File: config.mk
export PLATFORM = sky130hd
export DESIGN_NAME = mips_dev_bridge
export DESIGN_NICKNAME = d
export VERILOG_FILES = /design/src/rtl/mips_dev_bridge.sv
export SDC_FILE = /design/constraint.sdc
export NUM_CORES = 1
export LEC_CHECK = 0
export ABC_CLOCK_PERIOD_IN_PS = 5500
export CAP_MARGIN = 20
export CORE_MARGIN = 10
export CORE_UTILIZATION = 42
export DETAILED_ROUTE_END_ITERATION = 8
export GPL_ROUTABILITY_DRIVEN = 0
export PLACE_DENSITY = 0.86
export SETUP_SLACK_MARGIN = 0.5
export SKIP_CTS_REPAIR_TIMING = 1
export SYNTH_ARGS = -nofsm -noshare
export SYNTH_HDL_FRONTEND = slang
export SYNTH_SLANG_ARGS = --single-unit
File: constraint.sdc
create_clock -name clk -period 5.5 [get_ports clk]
set_input_delay 1.1 -clock clk [delete_from_list [all_inputs] [get_ports clk]]
set_output_delay 1.1 -clock clk [all_outputs]
set_load 0.05 [all_outputs]
File: src/rtl/mips_dev_bridge.sv
// CPU-to-device bridge: window decode, strobe/ack handshake with timeout, and an interrupt mask/pending pair.
// Define BRIDGE_LEVEL_IRQ_EN to make ipend follow the dev_irq levels instead of edge-latched W1C bits.
module mips_dev_bridge #(
    parameter int          NUM_DEV       = 4,
    parameter logic [31:0] DEV_BASE      = 32'h0000_7F00,
    parameter int          DEV_SPAN_LOG2 = 4,
    parameter int          TIMEOUT       = 15
) (
    input  logic                     clk,
    input  logic                     reset,
    input  logic [31:0]              cpu_addr,
    input  logic [31:0]              cpu_wd,
    input  logic                     cpu_we,
    input  logic                     cpu_re,
    output logic [31:0]              cpu_rd,
    output logic                     cpu_ready,
    output logic                     cpu_err,
    output logic [DEV_SPAN_LOG2-1:0] dev_addr,
    output logic [31:0]              dev_wd,
    output logic [NUM_DEV-1:0]       dev_we,
    output logic [NUM_DEV-1:0]       dev_re,
    input  logic [32*NUM_DEV-1:0]    dev_rd,
    input  logic [NUM_DEV-1:0]       dev_ack,
    input  logic [NUM_DEV-1:0]       dev_irq,
    output logic                     intreq,
    output logic [2:0]               irq_id
);
    typedef enum logic [1:0] {IDLE, ACCESS, DONE} state_t;

    state_t                   state, state_nx;
    logic [7:0]               cnt, cnt_nx;
    logic [31:0]              rel, slot, reg_off, reg_rd, sel_rd;
    logic [DEV_SPAN_LOG2-1:0] off;
    logic                     in_win, is_dev, is_reg, ack_hit;
    logic [NUM_DEV-1:0]       req_oh, imask, ipend, act, w1c, imask_nx;
    logic [NUM_DEV-1:0]       we_nx, re_nx;
    logic [31:0]              rd_nx, wd_nx;
    logic [DEV_SPAN_LOG2-1:0] addr_nx;
    logic                     rdy_nx, err_nx;
    logic [2:0]               id_nx;
`ifndef BRIDGE_LEVEL_IRQ_EN
    logic [NUM_DEV-1:0]       irq_prev;
`endif

    assign rel     = cpu_addr - DEV_BASE;
    assign slot    = rel >> DEV_SPAN_LOG2;
    assign off     = rel[DEV_SPAN_LOG2-1:0];
    assign reg_off = 32'(off);
    assign in_win  = (cpu_we | cpu_re) && (cpu_addr >= DEV_BASE);
    assign is_dev  = slot < 32'(NUM_DEV);
    assign is_reg  = slot == 32'(NUM_DEV);
    assign act     = ipend & imask;
    // Only the channel currently strobed may complete the access.
    assign ack_hit = |(dev_ack & (dev_we | dev_re));
    assign reg_rd  = (reg_off == 32'd0) ? 32'(imask) :
                     (reg_off == 32'd4) ? 32'(ipend) : 32'd0;

    always_comb begin
        req_oh = '0;
        sel_rd = '0;
        id_nx  = 3'd0;
        for (int i = 0; i < NUM_DEV; i++) begin
            req_oh[i] = (slot == 32'(i));
            if (dev_re[i]) sel_rd = dev_rd[32*i +: 32];
        end
        for (int i = NUM_DEV - 1; i >= 0; i--) begin
            if (act[i]) id_nx = 3'(i);
        end
    end

    always_comb begin
        state_nx = state;
        cnt_nx   = cnt;
        rd_nx    = cpu_rd;
        rdy_nx   = 1'b0;
        err_nx   = 1'b0;
        addr_nx  = dev_addr;
        wd_nx    = dev_wd;
        we_nx    = dev_we;
        re_nx    = dev_re;
        imask_nx = imask;
        w1c      = '0;
        case (state)
            IDLE: begin
                if (in_win) begin
                    if (is_dev) begin
                        state_nx = ACCESS;
                        cnt_nx   = '0;
                        addr_nx  = off;
                        wd_nx    = cpu_wd;
                        if (cpu_we) we_nx = req_oh;
                        else        re_nx = req_oh;
                    end else begin
                        state_nx = DONE;
                        rdy_nx   = 1'b1;
                        rd_nx    = '0;
                        if (!is_reg) begin
                            err_nx = 1'b1;
                        end else if (cpu_we) begin
                            if (reg_off == 32'd0) imask_nx = cpu_wd[NUM_DEV-1:0];
                            if (reg_off == 32'd4) w1c      = cpu_wd[NUM_DEV-1:0];
                        end else begin
                            rd_nx = reg_rd;
                        end
                    end
                end
            end
            ACCESS: begin
                if (ack_hit) begin
                    state_nx = DONE;
                    rdy_nx   = 1'b1;
                    rd_nx    = (|dev_re) ? sel_rd : 32'd0;
                    we_nx    = '0;
                    re_nx    = '0;
                end else if (cnt == 8'(TIMEOUT - 1)) begin
                    state_nx = DONE;
                    rdy_nx   = 1'b1;
                    err_nx   = 1'b1;
                    rd_nx    = '0;
                    we_nx    = '0;
                    re_nx    = '0;
                end else begin
                    cnt_nx = cnt + 8'd1;
                end
            end
            DONE:    state_nx = IDLE;
            default: state_nx = IDLE;
        endcase
    end

    always_ff @(posedge clk) begin
        if (!reset) begin
            state     <= IDLE;
            cnt       <= '0;
            cpu_rd    <= '0;
            cpu_ready <= 1'b0;
            cpu_err   <= 1'b0;
            dev_addr  <= '0;
            dev_wd    <= '0;
            dev_we    <= '0;
            dev_re    <= '0;
            imask     <= '0;
            ipend     <= '0;
            intreq    <= 1'b0;
            irq_id    <= 3'd0;
`ifndef BRIDGE_LEVEL_IRQ_EN
            irq_prev  <= '0;
`endif
        end else begin
            state     <= state_nx;
            cnt       <= cnt_nx;
            cpu_rd    <= rd_nx;
            cpu_ready <= rdy_nx;
            cpu_err   <= err_nx;
            dev_addr  <= addr_nx;
            dev_wd    <= wd_nx;
            dev_we    <= we_nx;
            dev_re    <= re_nx;
            imask     <= imask_nx;
            intreq    <= |act;
            irq_id    <= id_nx;
`ifdef BRIDGE_LEVEL_IRQ_EN
            ipend     <= dev_irq;
`else
            // A new edge beats a same-cycle W1C on the same bit.
            ipend     <= (ipend & ~w1c) | (dev_irq & ~irq_prev);
            irq_prev  <= dev_irq;
`endif
        end
    end
endmodule

==> After elaboration in Yosys (flattened, before gate mapping) <==
Cells that the tools add are included.
{ "word_totals": {"register_bits": 104, "latch_bits": 0, "ramBits": 0, "romBits": 0, "in_bits": 204, "out_inout_bits": 82, "wordCells": 117, "n_memories": 0} }
{ "classes": {"add_sub_neg": 2, "mul": 0, "div_mod_pow": 0, "n_lt_le_gt_ge": 2, "n_eq_ne": 15, "shifts": 0, "n_mux": 53, "n_bitwise": 11, "reduce_logical": 18} }
{ "ops": {"columns": ["cell", "n"], "rows": [
  ["32-bit two-way mux", 9],
  ["4-bit two-way mux", 18],
  ["32-bit zero test", 2],
  ["32-bit case mux with 2 select lines", 1],
  ["28-bit by 2-bit == test with 1-bit output (second input constant)", 2],
  ["32-bit by 15-bit greater-or-equal comparator with 1-bit output (second input constant)", 1],
  ["8-bit two-way mux", 4],
  ["32-bit by 15-bit subtractor with 32-bit output (second input constant)", 1],
  ["28-bit by 1-bit == test with 1-bit output (second input constant)", 1],
  ["28-bit by 3-bit == test with 1-bit output (second input constant)", 1],
  ["28-bit by 3-bit less-than comparator with 1-bit output (second input constant)", 1],
  ["4-bit AND", 4],
  ["4-bit case mux with 2 select lines", 2],
  ["8-bit case mux with 2 select lines", 1],
  ["4-bit OR reduction", 4],
  ["5-bit AND reduction", 3],
  ["2-bit != test (second input constant)", 7],
  ["2-bit two-way mux", 6],
  ["1-bit two-way mux", 9],
  ["8-bit by 1-bit adder with 8-bit output (second input constant)", 1],
  ["8-bit by 4-bit == test with 1-bit output (second input constant)", 1],
  ["4-bit inverter", 2],
  ["4-bit bitwise OR", 2],
  ["6-bit AND reduction", 1],
  ["15 further kinds", 17]
]} }

==> Depth between registers and ports, before layout <==
Gate-level depths: netlist of the first run.
{ "depth": {"ltp_word": 11, "depth_mapped": 11} }

==> Worst setup path before layout of the first run <==
OpenSTA, ideal clock, no wires.
{ "synth_path": {"path_kind": "in2reg", "start": "input cpu_addr[8]", "end": "register imask[0]", "t_arrival_ns": 3.503, "required_ns": 5.372, "slack_ns": 1.869, "stages": 10, "n_path_buf": 1, "cell_sequence": "ha_1 and2_4 and2_4 or4_4 a211oi_2 nand4_2 or4_1 buf_2 mux2i_1 nor2_1"} }
{ "synth_via": {"elab_chain_len": 4, "elab_cells_between_ends": 7} }
{ "synth_lines": {"columns": ["item", "line", "rtl"], "rows": [
  ["start: declaration", "11", "input logic [31:0] cpu_addr,"],
  ["32-bit by 15-bit subtractor with 32-bit output", "45", "assign rel = cpu_addr - DEV_BASE;"],
  ["28-bit by 3-bit less-than comparator with 1-bit output", "50", "assign is_dev = slot < 32'(NUM_DEV);"],
  ["1-bit inverter (no source line)", null, null],
  ["6-bit AND reduction (no source line) (*)", null, null],
  ["end signal: assignment", "159", "imask <= imask_nx;"],
  ["end: declaration", "35", "logic [NUM_DEV-1:0] req_oh, imask, ipend, act, w1c, imask_nx;"]
]} }
Every way passes the cells marked *; elsewhere a longest branch is shown, timed or not.
A chain may end at the register's enable or synchronous reset.

==> Worst setup path in the final report of the first run <==
{ "layout_path": {"start": "input cpu_addr[8]", "end": "register dev_wd[24]"} }
{ "layout_via": {"elab_chain_len": 3, "elab_cells_between_ends": 5} }
{ "layout_lines": {"columns": ["item", "line", "rtl"], "rows": [
  ["32-bit by 15-bit subtractor with 32-bit output or 32-bit by 15-bit greater-or-equal comparator with 1-bit output (tied branches)", "45, 49", null],
  ["28-bit by 3-bit less-than comparator with 1-bit output or 1-bit logical AND (tied branches)", "50, 49", null],
  ["3-bit AND reduction (no source line) (*)", null, null],
  ["end signal: assignment", "156", "dev_wd <= wd_nx;"],
  ["end: declaration", "19", "output logic [31:0] dev_wd,"]
]} }
Marked as above.

==> impl_metrics.py, run 1 <==
metrics = {
    "timing": {
        "finalSetupTns_ns": 0,
        "final_hold_viol_count": 0,
        "tightest_slew_ns": 1.082,
        "fmax_ghz": 0.2323,
        "slew-limit-headroom_pct": 27.71,
        "skew_ns": 0.009110,
        "rsz0062_at_grt": "false",
        "maxSlewViolCount": 0,
        "finalCritPeriodShare_pct": 78.27,
        "setup_violations": 0,
        "fin_crit_ns": 4.305,
        "layout_setup_ws_ns": 1.195,
    },
    "setup_path": {
        "crit_top_cell": "and2_4",
        "worstPathArrival_ns": 4.53,
        "reg2reg_to": "cpu_rd[20]$_SDFFE_PN0P_",
        "cp_data_required_time_ns": 5.72,
        "end_kind": "flop",
        "reg2reg_slack_ns": 2.80,
        "start_kind": "input pin",
        "slowest_delay_ns": 0.57,
        "critPathKind": "in -> reg",
        "crit_start": "cpu_addr[8]",
        "r2r_cells": 6,
        "crit_end": "dev_wd[24]$_SDFFE_PN0P_",
        "rr_startpoint": "dev_re[1]$_SDFFE_PN0P_",
        "crit_chain": "clkdlybuf4s50_1, ha_1, and2_4, and2_4, or4b_4, a211oi_2, o211ai_1, nor3_2, buf_4, mux2i_1, nor2_1",
        "crit_slowest_cell": "buf_4",
        "cp_max_fo": 44,
    },
    "synth": {
        "syn_nets": 804,
        "synth-seq-cells": 103,
        "yosysSeqAreaShare_pct": 39.48,
        "synth_area_mm2": 0.005223,
        "synthCells": 596,
        "ys.flop_type": "dfxtp_1",
        "synth_cell_types": 63,
        "synth_area_per_cell_um2": 8.763,
        "async_flop_share_pct": 0,
        "synth_edf_count": 0,
        "yosysWarnings": 0,
    },
    "cells_and_area": {
        "final_area_mm2": 0.008474,
        "layout_commonest_cell": "clkdlybuf4s50_1",
        "fin_cells": 1031,
        "layout-drive-gt1-share_pct": 5.930,
        "final_nets": 1063,
        "layout_common_cells": "clkdlybuf4s50_1 (283), dfxtp_1 (103), nor2_1 (63), nand2_1 (51), mux2i_1 (44)",
        "fillers": 949,
        "syn_to_final_growth_pct": 62.27,
    },
    "power": {
        "leakagePower_nw": 2.808,
        "ir_worst_vdd_mv": 0.1597,
        "p_per_area_mw_per_mm2": 192.3,
    },
    "placement": {
        "placed_cell_area_mm2": 0.008122,
        "hpwlAfterDp_um": 17330,
        "dpl_worst_slack_ns": 0.8748,
        "dp.cells": 1010,
        "io_buffers": 284,
    },
    "outcome": {
        "outcome": "finished, final reports clean",
    },
    "global_route": {
        "grt_pass1_wl_um": 34390,
        "grt_max_degree": 57,
        "gr-total-overflow": 0,
        "grt_usage_pct": 24.25,
        "grt_pass1_vias": 6065,
        "antenna_found_initial": 3,
    },
    "floorplan": {
        "row_count": 40,
        "core-area_mm2": 0.01211,
        "die_w_um": 131.5,
        "die-area_mm2": 0.01729,
        "die_h_um": 131.5,
        "start_util_pct": 43.12,
        "ios": 286,
    },
    "hold_path": {
        "hp-start": "cpu_rd[2]$_SDFFE_PN0P_",
        "worstHoldPathType": "reg -> reg",
    },
    "route": {
        "first_pass_iters": 5,
        "ant_nets": 0,
        "routed_wl_um": 22330,
        "drcViolationCount": 0,
        "wl_per_cell_um": 21.65,
        "drtIter0Drc": 507,
        "num_vias": 5988,
        "vias_per_cell": 5.808,
    },
    "cts": {
        "clk_latency_ns": 0.35,
        "cts.htree.levels": 3,
        "cts_tree": "yes",
        "cts_buffer_depth": 2,
        "numCtsBuffers": 9,
        "path_clk_slew_ns": 0.07,
        "root_buffer": "clkbuf_16",
        "cts_num_sinks": 103,
    },
    "job": {
        "max-cap-violations": 0,
    },
}
## per-layer routing
metal / part of all wire (%) / vias to the layer above / global-route usage (%)
li1: - / 2797 / -
met1: 38 / 2803 / 26.90
met2: 50 / 341 / 42.09
met3: 8.8 / 47 / 7.508
met4: 2.8 / 0 / 9.889
met5: 0 / - / 0
## where the power goes
| group | switching [mW] | total [mW] | internal, mW |
|---|---|---|---|
| clock | 0.309 | 0.629 | 0.320 |
| sequential | 0.00369 | 0.754 | 0.751 |
| combinational | 0.0922 | 0.246 | 0.154 |
| total | 0.405 | 1.63 | 1.22 |
## synth_stat cells, drive strengths merged (5+ instances only)
library cell / number / share of area, %
a21oi: 10 / 0.96
a221oi: 32 / 5.4
and2: 6 / 0.81
and3: 6 / 0.72
buf: 11 / 1.4
clkbuf: 32 / 2.3
dfxtp: 103 / 39
inv: 5 / 0.36
mux2: 5 / 1.1
mux2i: 44 / 8.4
nand2: 51 / 3.7
nand3: 20 / 1.9
nand4: 12 / 1.6
nor2: 63 / 4.5
nor2b: 11 / 1.3
nor3: 22 / 2.1
nor3b: 5 / 0.72
nor4: 5 / 0.72
o21ai: 26 / 2.5
o22ai: 33 / 4.0
o32ai: 29 / 4.9
or2: 5 / 0.60
xnor2: 6 / 1.0
## sequential cells by signal, summed over array words and instances (netlist names), 2 cells and up
register  count
dev_addr      4
irq_id        2
dev_we        4
state         2
cnt           8
dev_wd       32
dev_re        4
irq_prev      4
imask         4
ipend         4
cpu_rd       32
## metrics by stage
| stage | hold slack (ns) | utilization, % | total power [mW] |
|---|---|---|---|
| 4_1_cts | 0.4639 | 69.45 | 1.642 |
| 2_1_floorplan | 0.4689 | - | 0.8389 |
| 6_report | 0.4598 | 69.97 | 1.629 |
| 5_1_grt | 0.4887 | 69.97 | 1.683 |
| 3_5_place_dp | 0.4543 | 67.06 | 1.015 |
| 3_3_place_gp | 0.4510 | 67.06 | 1.010 |
## cell families after synthesis
logic type	after synthesis	synth area share, %
other cells	1	0.07180
simple gates	225	21.95
xor+xnor	10	1.677
flops	103	39.48
fa+ha+maj	4	0.9584
buf+inv	48	4.073
mux	49	9.511
compound gates	156	22.28
## how the worst min path moves through the flow
stage | end | slack (ns) | depth (start not counted)
detailed placement | cpu_rd[2]$_SDFFE_PN0P_ | 0.45 | 2
global placement | cpu_rd[2]$_SDFFE_PN0P_ | 0.45 | 2
global route | cpu_rd[2]$_SDFFE_PN0P_ | 0.49 | 2
CTS | cpu_rd[2]$_SDFFE_PN0P_ | 0.46 | 2
finish | cpu_rd[2]$_SDFFE_PN0P_ | 0.46 | 2
floorplan | irq_id[0]$_SDFF_PP0_ | 0.47 | 2
## critical path, delay by kind of cell
| kind | cells | cell delay, ns |
|---|---|---|
| and+or+nand+nor | 5 | 1.17 |
| AOI/OAI and AO/OA | 2 | 0.54 |
| adders and majority gates | 1 | 0.31 |
| buffers and inverters | 2 | 1.07 |
| muxes | 1 | 0.28 |
## cell type report
type,instances,area [um2],share of cell area (%)
multi-input cells,445,2955,34.87
inverters,5,18.77,0.2215
flip-flops and latches,103,2062,24.33
well taps,168,210.2,2.480
clock inverters,6,61.31,0.7235
diodes,3,7.507,0.08859
clock buffers,10,229.0,2.702
repair buffers,291,2930,34.58
(Power assumes the default switching activity.)
==> inputs of run 2 (changes only) <==
- ABC_CLOCK_PERIOD_IN_PS: 5500 -> 3800
- CORE_UTILIZATION: 42 -> 36
- PLACE_DENSITY: 0.86 -> 0.78
- clock period: 5.5 -> 3.8 ns (I/O delays scaled with it)
==> impl_metrics.py, run 2 (same netlist as run 1, synthesis figures left out) <==
metrics = {
    "cts": {
        "cts.htree.levels": 3,
        "cts_buffer_depth": 2,
        "path_clk_slew_ns": 0.07,
        "root_buffer": "clkbuf_16",
        "clk_latency_ns": 0.34,
        "numCtsBuffers": 9,
        "cts_tree": "yes",
        "cts_num_sinks": 103,
    },
    "route": {
        "num_vias": 5936,
        "drcViolationCount": 0,
        "routed_wl_um": 22370,
        "vias_per_cell": 5.486,
        "ant_nets": 0,
        "wl_per_cell_um": 20.67,
        "first_pass_iters": 5,
        "drtIter0Drc": 415,
    },
    "power": {
        "p_seq_share_pct": 44.0,
        "p_switching_mw": 0.5601,
        "totalPowerFinal_mw": 2.485,
        "p_per_area_mw_per_mm2": 277.4,
        "pwr-share-comb_pct": 15.0,
        "p_clk_share_pct": 41.0,
        "p_int_mw": 1.925,
        "ir_worst_vdd_mv": 0.2756,
        "switching_share_pct": 22.54,
        "leakagePower_nw": 3.150,
    },
    "job": {
        "max-cap-violations": 0,
    },
    "cells_and_area": {
        "fin_util_pct": 63.79,
        "fin_cells": 1082,
        "layout-drive-gt1-share_pct": 10.89,
        "largest_registers": "cpu_rd: 32 flops, dev_wd: 32 flops, cnt: 8 flops",
        "layout_common_cells": "clkdlybuf4s50_1 (271), dfxtp_1 (103), nor2_1 (63), nand2_1 (51), mux2i_1 (43)",
        "final_nets": 1103,
        "layout_commonest_cell": "clkdlybuf4s50_1",
        "syn_to_final_growth_pct": 71.51,
    },
    "outcome": {
        "outcome": "finished, final reports clean",
    },
    "floorplan": {
        "start_util_pct": 37.19,
        "die_h_um": 140.4,
        "row_count": 43,
        "ios": 286,
        "die_w_um": 140.4,
        "core-area_mm2": 0.01404,
        "die-area_mm2": 0.01972,
    },
    "timing": {
        "skew_ns": 0.006722,
        "slew-limit-headroom_pct": 52.36,
        "tightest_slew_ns": 0.7146,
        "fin_crit_ns": 3.227,
        "final_hold_viol_count": 0,
        "layout_setup_ws_ns": 0.5726,
        "maxSlewViolCount": 0,
        "finalSetupTns_ns": 0,
        "rsz0062_at_grt": "true",
        "fmax_ghz": 0.3098,
        "setup_violations": 0,
        "finalCritPeriodShare_pct": 84.93,
    },
    "global_route": {
        "grt_pass1_vias": 5705,
        "grt_max_degree": 49,
        "gr-total-overflow": 0,
        "grt_usage_pct": 20.83,
        "antenna_found_initial": 2,
        "grt_pass1_wl_um": 33340,
    },
    "placement": {
        "hpwlAfterDp_um": 17330,
        "dpl_worst_slack_ns": 0.01625,
        "io_buffers": 284,
        "dp.cells": 1058,
    },
    "setup_path": {
        "critPathKind": "in -> reg",
        "end_kind": "flop",
        "cp_max_fo": 6,
        "worstPathArrival_ns": 3.44,
        "start_kind": "input pin",
        "cp_data_required_time_ns": 4.02,
        "crit_start": "cpu_addr[19]",
        "rr_startpoint": "cnt[1]$_SDFFE_PN0P_",
    },
    "hold_path": {
        "hp-start": "cpu_rd[3]$_SDFFE_PN0P_",
        "worstHoldPathType": "reg -> reg",
    },
}
[run 2: worst paths after layout]
check                            endpoint  slack [ns]  cells after the start
setup / recovery  dev_wd[24]$_SDFFE_PN0P_        0.57                     12
hold / removal     cpu_rd[3]$_SDFFE_PN0P_        0.46                      2
hold reg to reg    cpu_rd[3]$_SDFFE_PN0P_        0.46                      2
setup reg to reg   cpu_rd[2]$_SDFFE_PN0P_        1.21                      9
[run 2: final cells by class]
type,instances,area (um2)
inverters,5,18.77
well taps,180,225.2
fillers,1171,5085
multi-input cells,445,2999
clock inverters,6,92.59
clock buffers,10,239.0
repair buffers,331,3316
diodes,2,5.005
flip-flops and latches,103,2062
[run 2: metal layers]
metal,global-route usage (%),wire length (um),share of wire (%)
met3,6.119,2026,9.1
met4,4.837,248,1.1
met1,25.11,8843,40
met2,35.52,11250,50
met5,0,0,0
[run 2: worst max-delay path: stages]
cell             delay (ns)
clkdlybuf4s50_1        0.45
nor3_2                 0.20
nand2_1                0.12
or4b_4                 0.54
a211oi_4               0.31
o211ai_1               0.16
nor3_2                 0.22
buf_4                  0.19
buf_12                 0.14
buf_8                  0.12
mux2i_1                0.18
nor2_1                 0.05
[run 2: stage by stage]
step / cell area (um2) / hold slack (ns)
2_1_floorplan: 5223 / 0.4689
3_3_place_gp: 8457 / 0.4421
3_5_place_dp: 8457 / 0.4549
4_1_cts: 8788 / 0.4644
5_1_grt: 8957 / 0.4878
6_report: 8957 / 0.4649
[run 2: power groups by stage]
stage / Sequential [mW] / Combinational, mW / Clock [mW]
after floorplan: 1.12 / 0.0916 / 0
after global placement: 1.12 / 0.366 / 0
after detailed placement: 1.12 / 0.369 / 0
after CTS: 1.09 / 0.371 / 1.05
after global routing: 1.09 / 0.395 / 1.08
final: 1.09 / 0.373 / 1.02
==> inputs of run 3 (changes only) <==
- ABC_CLOCK_PERIOD_IN_PS: 3800 -> 3300
- CORE_UTILIZATION: 36 -> 39
- PLACE_DENSITY: 0.78 -> 0.81
- clock period: 3.8 -> 3.3 ns (I/O delays scaled with it)
==> impl_metrics.py, run 3 (same netlist as run 1, synthesis figures left out) <==
metrics = {
    "floorplan": {
        "start_util_pct": 39.59,
        "ios": 286,
        "row_count": 42,
        "die_h_um": 135.7,
        "die-area_mm2": 0.01842,
        "die_w_um": 135.7,
        "core-area_mm2": 0.01319,
    },
    "global_route": {
        "antenna_found_initial": 2,
        "grt_pass1_wl_um": 31680,
        "grt_pass1_vias": 5909,
        "grt_usage_pct": 21.30,
        "grt_max_degree": 49,
        "gr-total-overflow": 0,
    },
    "setup_path": {
        "cp_data_required_time_ns": 3.51,
        "slowest_delay_ns": 0.54,
        "crit_start": "cpu_addr[9]",
        "path_buf_inv": 3,
        "cpLargestDelayFamily": "simple AND/OR/NAND/NOR gates",
        "worstPathArrival_ns": 3.14,
        "end_kind": "flop",
        "crit_chain": "buf_8, ha_4, and2_4, and2_4, or4b_4, a211oi_4, o211ai_1, nor3_4, buf_12, clkbuf_16, mux2i_1, nor2_1",
        "crit_slowest_cell": "or4b_4",
        "rr_startpoint": "cnt[0]$_SDFFE_PN0P_",
        "start_kind": "input pin",
        "cp_max_fo": 8,
        "crit_top_cell": "and2_4",
        "critPathKind": "in -> reg",
    },
    "timing": {
        "skew_ns": 0.007582,
        "rsz0062_at_grt": "true",
        "tightest_slew_ns": 0.6716,
        "finalSetupTns_ns": 0,
        "final_hold_viol_count": 0,
        "setup_violations": 0,
        "fin_crit_ns": 2.932,
        "fmax_ghz": 0.3411,
        "layout_setup_ws_ns": 0.3685,
        "maxSlewViolCount": 0,
        "finalCritPeriodShare_pct": 88.83,
        "slew-limit-headroom_pct": 55.23,
    },
    "job": {
        "max-cap-violations": 0,
    },
    "cts": {
        "cts.htree.levels": 3,
        "cts_tree": "yes",
        "clk_latency_ns": 0.34,
        "cts_num_sinks": 103,
        "path_clk_slew_ns": 0.07,
        "cts_buffer_depth": 2,
        "root_buffer": "clkbuf_16",
        "numCtsBuffers": 9,
    },
    "route": {
        "drtIter0Drc": 367,
        "ant_nets": 0,
        "first_pass_iters": 5,
        "routed_wl_um": 23120,
        "num_vias": 6230,
        "drcViolationCount": 0,
        "wl_per_cell_um": 20.84,
        "vias_per_cell": 5.618,
    },
    "cells_and_area": {
        "layout_commonest_cell": "clkdlybuf4s50_1",
        "ff_latch_area_mm2": 0.002062,
        "layout-drive-gt1-share_pct": 18.80,
        "multi_input_area_mm2": 0.003477,
        "final_nets": 1134,
        "layout_common_cells": "clkdlybuf4s50_1 (264), dfxtp_1 (103), nor2_1 (63), buf_4 (60), nand2_1 (51)",
        "syn_to_final_growth_pct": 87.35,
        "largest_registers": "cpu_rd: 32 flops, dev_wd: 32 flops, cnt: 8 flops",
        "fillers": 950,
    },
    "hold_path": {
        "worstHoldPathType": "reg -> reg",
        "hp-start": "cpu_rd[2]$_SDFFE_PN0P_",
    },
    "power": {
        "leakagePower_nw": 3.412,
        "p_per_area_mw_per_mm2": 300.4,
        "ir_worst_vdd_mv": 0.2377,
        "totalPowerFinal_mw": 2.939,
    },
    "placement": {
        "hpwlAfterDp_um": 16580,
        "dpl_worst_slack_ns": -0.3948,
        "io_buffers": 284,
    },
    "outcome": {
        "outcome": "finished, final reports clean",
    },
}
run 3: path summary, 6_finish.rpt:
path | to | slack [ns] | cells after the start
hold / removal | cpu_rd[2]$_SDFFE_PN0P_ | 0.46 | 2
hold reg to reg | cpu_rd[2]$_SDFFE_PN0P_ | 0.46 | 2
setup / recovery | dev_wd[27]$_SDFFE_PN0P_ | 0.37 | 12
setup reg to reg | cpu_rd[2]$_SDFFE_PN0P_ | 0.78 | 10
run 3: metrics by stage:
step,utilization (%),hold slack (ns),instances,instance area [um2]
floorplan,-,0.4689,596,5283
global placement,65.39,0.4501,1077,8625
detailed placement,65.39,0.4526,1077,8625
CTS,67.89,0.4626,1093,8955
global route,74.18,0.4782,1109,9784
finish,74.18,0.4594,1109,9784
run 3: final cells by class:
cell class                      count  area share, %
Tap cell                          176          2.251
Clock buffer                        9          2.302
Multi-Input combinational cell    445          35.54
Clock inverter                      7          1.074
Antenna cell                        2        0.05115
Timing Repair Buffer              362          37.52
Sequential cell                   103          21.07
Inverter                            5         0.1918
run 3: worst min-delay path, delay by kind of cell (launching register included):
family / cells / cell delay, ns
simple gates: 1 / 0.05
flops: 1 / 0.31
mux: 1 / 0.05
run 3: where the power goes:
| part | total, mW | internal [mW] | switching [mW] |
|---|---|---|---|
| combinational | 0.508 | 0.319 | 0.189 |
| sequential | 1.26 | 1.25 | 0.00663 |
| clock | 1.17 | 0.674 | 0.499 |
| total | 2.94 | 2.25 | 0.694 |
run 3: routing by layer:
metal	GRT usage, %	share of wire [%]
met1	25.26	39
met2	35.26	49
met3	7.047	9.5
met4	7.237	2.4
met5	0	0
